$ cat src/rtl/seg_pkg.sv
// Shared constants and helpers for the seven-segment scan driver:
// digit count, blank pattern, hex decode table and leading-zero mask.
package seg_pkg;

  localparam int NUM_DIGITS = 4;
  localparam logic [6:0] SEG_BLANK = 7'h7F;

  // Active-low {g,f,e,d,c,b,a}, indexed by hex nibble value
  localparam logic [6:0] HEX_SEG_TABLE [16] = '{
    7'b1000000, 7'b1111001, 7'b0100100, 7'b0110000,
    7'b0011001, 7'b0010010, 7'b0000010, 7'b1111000,
    7'b0000000, 7'b0010000, 7'b0001000, 7'b0000011,
    7'b1000110, 7'b0100001, 7'b0000110, 7'b0001110
  };

  // Bit i set when nibbles i..3 are all zero; digit 0 is never blanked
  function automatic logic [NUM_DIGITS-1:0] lz_blank_mask(input logic [15:0] value);
    logic [NUM_DIGITS-1:0] mask;
    mask[3] = (value[15:12] == 4'h0);
    mask[2] = mask[3] && (value[11:8] == 4'h0);
    mask[1] = mask[2] && (value[7:4] == 4'h0);
    mask[0] = 1'b0;
    return mask;
  endfunction

endpackage

$ cat src/rtl/hex_to_7seg.sv
// Combinational hex nibble to active-low seven-segment pattern decoder.
module hex_to_7seg
  import seg_pkg::*;
(
  input  logic [3:0] nibble,
  output logic [6:0] seg_n
);

  // Table lookup of the segment pattern
  always_comb begin
    seg_n = HEX_SEG_TABLE[nibble];
  end

endmodule

$ cat src/rtl/seg_scan_driver.sv
// Time-multiplexed 4-digit common-anode seven-segment driver with a
// clock-enable prescaler, shadowed display word and registered outputs.
module seg_scan_driver
  import seg_pkg::*;
#(
  parameter int DIV_WIDTH = 16,
  parameter int DIV_COUNT = 50000
) (
  input  logic                  clk,
  input  logic                  reset,
  input  logic                  load,
  input  logic [15:0]           value_in,
  input  logic [NUM_DIGITS-1:0] dp_in,
  input  logic                  blank_lz,
  output logic [NUM_DIGITS-1:0] an,
  output logic [6:0]            seg,
  output logic                  dp,
  output logic [1:0]            digit_sel,
  output logic                  scan_tick
);

  // DIV_COUNT may equal 2**DIV_WIDTH, so only the terminal count is stored
  localparam logic [DIV_WIDTH-1:0] PRESC_LAST = DIV_WIDTH'(DIV_COUNT - 1);

  logic [DIV_WIDTH-1:0]  presc_q, presc_d;
  logic [1:0]            digit_sel_q, digit_sel_d;
  logic                  scan_tick_q, scan_tick_d;
  logic [15:0]           shadow_val_q, shadow_val_d;
  logic [NUM_DIGITS-1:0] shadow_dp_q, shadow_dp_d;
  logic [NUM_DIGITS-1:0] an_q, an_d;
  logic [6:0]            seg_q, seg_d;
  logic                  dp_q, dp_d;

  logic [3:0]            cur_nibble;
  logic [6:0]            dec_seg;
  logic [NUM_DIGITS-1:0] blank_mask;

  hex_to_7seg u_hex_to_7seg (
    .nibble (cur_nibble),
    .seg_n  (dec_seg)
  );

  // Nibble select for the digit currently being scanned
  always_comb begin
    cur_nibble = 4'h0;
    case (digit_sel_q)
      2'd0:    cur_nibble = shadow_val_q[3:0];
      2'd1:    cur_nibble = shadow_val_q[7:4];
      2'd2:    cur_nibble = shadow_val_q[11:8];
      2'd3:    cur_nibble = shadow_val_q[15:12];
      default: cur_nibble = 4'h0;
    endcase
  end

  // Next-state for prescaler, scan index, shadow and display registers
  always_comb begin
    presc_d      = presc_q;
    digit_sel_d  = digit_sel_q;
    scan_tick_d  = 1'b0;
    shadow_val_d = shadow_val_q;
    shadow_dp_d  = shadow_dp_q;
    blank_mask   = lz_blank_mask(shadow_val_q);

    if (presc_q == PRESC_LAST) begin
      presc_d     = {DIV_WIDTH{1'b0}};
      digit_sel_d = digit_sel_q + 2'd1;
      scan_tick_d = 1'b1;
    end else begin
      presc_d     = presc_q + {{(DIV_WIDTH-1){1'b0}}, 1'b1};
    end

    if (load) begin
      shadow_val_d = value_in;
      shadow_dp_d  = dp_in;
    end else begin
      shadow_val_d = shadow_val_q;
      shadow_dp_d  = shadow_dp_q;
    end

    an_d = ~(4'b0001 << digit_sel_q);
    dp_d = ~shadow_dp_q[digit_sel_q];
    if (blank_lz && blank_mask[digit_sel_q]) begin
      seg_d = SEG_BLANK;
    end else begin
      seg_d = dec_seg;
    end
  end

  // State registers with synchronous active-low reset
  always_ff @(posedge clk) begin
    if (!reset) begin
      presc_q      <= {DIV_WIDTH{1'b0}};
      digit_sel_q  <= 2'd0;
      scan_tick_q  <= 1'b0;
      shadow_val_q <= 16'h0000;
      shadow_dp_q  <= 4'b0000;
      an_q         <= 4'b1111;
      seg_q        <= SEG_BLANK;
      dp_q         <= 1'b1;
    end else begin
      presc_q      <= presc_d;
      digit_sel_q  <= digit_sel_d;
      scan_tick_q  <= scan_tick_d;
      shadow_val_q <= shadow_val_d;
      shadow_dp_q  <= shadow_dp_d;
      an_q         <= an_d;
      seg_q        <= seg_d;
      dp_q         <= dp_d;
    end
  end

  assign an        = an_q;
  assign seg       = seg_q;
  assign dp        = dp_q;
  assign digit_sel = digit_sel_q;
  assign scan_tick = scan_tick_q;

endmodule
$ cat config.mk
export PLATFORM = sky130hd
export DESIGN_NAME = seg_scan_driver
export DESIGN_NICKNAME = d
export VERILOG_FILES = /design/src/rtl/seg_pkg.sv /design/src/rtl/hex_to_7seg.sv /design/src/rtl/seg_scan_driver.sv
export SDC_FILE = /design/constraint.sdc
export NUM_CORES = 1
export LEC_CHECK = 0
export BUFFER_PORTS_ARGS = -buffer_cell sky130_fd_sc_hd__buf_2
export CAP_MARGIN = 0
export CORE_ASPECT_RATIO = 0.6
export CORE_MARGIN = 1.5
export CORE_UTILIZATION = 55
export CTS_BUF_LIST = sky130_fd_sc_hd__clkbuf_2
export DETAILED_ROUTE_END_ITERATION = 16
export PLACE_DENSITY = 0.89
export SLEW_MARGIN = 20
export SYNTH_ARGS = -nofsm -noshare
export SYNTH_HDL_FRONTEND = slang
export SYNTH_SLANG_ARGS = --single-unit
$ cat constraint.sdc
create_clock -name clk -period 4.5 [get_ports clk]
set_input_delay 0 -clock clk [delete_from_list [all_inputs] [get_ports clk]]
set_output_delay 0 -clock clk [all_outputs]
set_load 0.01 [all_outputs]
==> out/metrics.cfg <==
[run_status]
status = complete, but fails checks
violations_in_the_final_reports = DRC

[global_routing]
groute.usage.overall_pct = 24.7
pin_count_of_the_biggest_net_entering_global_routing = 26
grt_pass1_wl_um = 8180
grt_overflow = 0
number_of_antenna_violations_at_the_first_check_in_global_routing = 0
via_count_of_the_first_global_routing_pass = 1679

[timing]
fmax_mhz = 388
total_count_of_max_transition_violations_in_the_final_report = 0
max_slew_margin_pct = 33.3
finalHoldViolations = 0
fin_crit_ns = 2.58
rsz_0062_raised_after_global_routing = no
hold-worst-slack_ns = 0.127
fin_crit_sh_pct = 57.3
fin_worst_skew_ns = 0.0184
setup_tns_ns = 0
max_slew.worst_pin.slew_ns = 1.00
setup_viol = 0

[synth]
post_synth_instance_area_um2 = 2250
yosysTopAreaCellShare_pct = 45.5
synth_xor_xnor_area_share_pct = 5.85
synth_edf_count = 0
post_synth_mux_area_share_pct = 12.4
synth_cell_types = 40
synth_top_cells_by_count = sky130_fd_sc_hd__dfxtp_1, sky130_fd_sc_hd__nor2_1, sky130_fd_sc_hd__mux2i_1
netlist.top_cell.by_area = sky130_fd_sc_hd__dfxtp_1
mappedNetlistNets = 266
syn_inst = 230
synth-seq-cells = 51
synth-compound-area-share_pct = 7.13
netlist_top_cells_area = sky130_fd_sc_hd__dfxtp_1, sky130_fd_sc_hd__mux2i_1, sky130_fd_sc_hd__nor2_1
yosys_warnings = 0
synthAdderAreaFrac_pct = 6.69
main_combinational_cell_family_by_area_after_synthesis = simple AND/OR/NAND/NOR gates
yosys.area_share.simple_pct = 19.3
synth_seq_area_share_pct = 45.5
ys.flop_type = sky130_fd_sc_hd__dfxtp_1
fraction_of_registers_with_async_set_or_reset_after_synthesis_pct = 0
synth.avg_cell_area_um2 = 9.76
yosysMostFrequentCell = sky130_fd_sc_hd__dfxtp_1

[cells_and_area]
drive_above_1_share_pct = 19.9
post-route-cell-area_um2 = 2740
design.final.nets = 326
area_delta_synth_final_pct = 22.0
antenna_cells = 0

[cts]
cts_num_sinks = 51
clockRootBuffer = sky130_fd_sc_hd__clkbuf_2
maximum_buffer_depth_of_the_clock_tree = 2
cts-buffers-inserted = 5
cts.hold.buffers_added = 22
count_of_instances_resized_after_the_clock_tree_is_built = 0
clock_latency_ns = 0.45
clk_transition_reported_paths_ns = 0.24
htree_num_levels = 2
tritoncts = yes
post-cts-setup-buffers = 0

[drt]
drt_first_pass_iters = 11
first_iter_violations = 149
wirelength_um = 5140
dr_total_vias = 1834
routedWlPerCell_um = 15.2
ant_nets = 0
viasPerCell = 5.43
number_of_design_rule_violations_left_after_detail_routing = 1

[worst_setup_path]
critPathArrivalTime_ns = 2.91
worst-setup-path-type = flip-flop to flip-flop
data_required_time_of_the_critical_path_ns = 4.84
rr_endpoint = seg[6]
reg_to_reg_startpoint = digit_sel[1]
slowest_delay_ns = 0.53
end_kind = flip-flop
worst_setup_path_start_kind = flip-flop
crit_path_cell_trace = inv_1 -> ha_1 -> a222oi_1 -> nand2_1 -> o21ai_0 -> inv_1 -> ha_1 -> nand2_1 -> a21boi_1 -> o211ai_1
timing.critical_path.fanout_max = 7
r2r_setup_slack_ns = 1.92
reg2regPathDepth = 10
timing.critical_path.slowest_stage_cell = sky130_fd_sc_hd__dfxtp_1
cp-endpoint = seg[6]
crit_start = digit_sel[1]

[min_path]
holdCritStartpoint = load
hold_path.class = primary input to flip-flop

[power]
power.share.clock_pct = 28.6
cellInternalPower_w = 0.000613
switching_share_of_power_pct = 25.1
worst_case_vdd_ir_drop_mv = 0.182
power.switching_w = 0.000205
total_leakage_power_nw = 1.17
power-per-cell-area_nw_per_um2 = 299
fraction_of_power_consumed_by_combinational_cells_pct = 12.0
p_seq_share_pct = 59.4
fin_total_pwr_w = 0.000819

[placed_design]
place_hpwl_um = 3680
postPlaceCellArea_um2 = 2460
finalWeightedCongestion = 0.937
numPortBuffers = 38

[floorplanning]
design.core.area_um2 = 3790
die-area_um2 = 4490
num_io_pins = 39
die_h_um = 52.5
initial_core_util_pct = 59.3
std_cell_rows = 17
floorplan.die.width_um = 85.5

[job]
cap_violations = 0

worst min-delay path by stage:
stage	end	cells past startpoint	slack (ns)
2_1_floorplan	shadow_dp_q[2]	2	0.15
3_3_place_gp	shadow_val_q[5]	3	0.23
3_5_place_dp	shadow_dp_q[0]	3	0.24
4_1_cts	shadow_val_q[9]	3	0.10
5_1_grt	shadow_val_q[11]	3	0.12
6_report	shadow_dp_q[1]	3	0.13
registers in the layout, indices dropped and copies added (netlist names):
name / flops
seg: 7
presc_q: 16
dp: 1
shadow_val_q: 16
an: 4
shadow_dp_q: 4
digit_sel: 2
scan_tick: 1
power by group through the flow:
stage	registers [W]	logic, W	clock network (W)
finish	0.000486	0.0000983	0.000234
global route	0.000489	0.000107	0.000254
CTS	0.000486	0.0000969	0.000238
detailed placement	0.000494	0.0000820	0
global placement	0.000493	0.0000799	0
floorplan	0.000493	0.0000534	0
layout make-up:
class | count | area [µm²]
Clock inverter | 3 | 38.8
Multi-Input combinational cell | 163 | 1150
Inverter | 9 | 33.8
Clock buffer | 5 | 25.0
Timing Repair Buffer | 60 | 410
Tap cell | 47 | 58.8
Sequential cell | 51 | 1020
Fill cell | 280 | 1050
metrics by stage:
| step | setup WS [ns] | cells | util [%] |
|---|---|---|---|
| floorplan | 2.26 | 230 | - |
| global placement | 2.12 | 308 | 64.9 |
| detailed placement | 1.98 | 308 | 64.9 |
| CTS | 1.96 | 338 | 72.4 |
| global route | 1.72 | 338 | 72.4 |
| finish | 1.92 | 338 | 72.4 |
critical path, delay by kind of cell, from the launching register on:
kind | cells | cell delay (ns)
adders and majority gates | 2 | 0.54
DFF | 1 | 0.53
AOI/OAI and AO/OA | 4 | 0.90
buffers and inverters | 2 | 0.32
and+or+nand+nor | 2 | 0.18
placed cells by master (no fill, tap or decap), drive strengths merged, types with 2 or more instances in the layout:
| master | count |
|---|---|
| nand2 | 17 |
| clkinv | 2 |
| nor4b | 2 |
| nand3 | 10 |
| and3 | 4 |
| buf | 38 |
| nor3 | 3 |
| o21ai | 4 |
| inv | 9 |
| ha | 12 |
| o221ai | 3 |
| dfxtp | 51 |
| o211ai | 3 |
| nor2b | 2 |
| xnor2 | 9 |
| nand4 | 2 |
| clkbuf | 5 |
| a21oi | 3 |
| nand2b | 2 |
| nor4 | 4 |
| xor2 | 6 |
| a222oi | 4 |
| mux2i | 24 |
| nor2 | 43 |
| dlygate4sd3 | 22 |
cells by family after synthesis:
kind of cell,count (synthesis)
AO/OA/AOI/OAI,21
adder cells (fa/ha/maj),12
buffers and inverters,16
XOR/XNOR,15
multiplexers,26
AND/OR/NAND/NOR,89
flip-flops,51
routing by layer:
metal  vias up  wire [µm]  GRT usage, %
li1        909          -             -
met1       841       2480          34.4
met2        76       2220          37.9
met3         8        366          5.83
met4         0         71          8.87
met5         -          0             0
(Power assumes the default switching activity.)
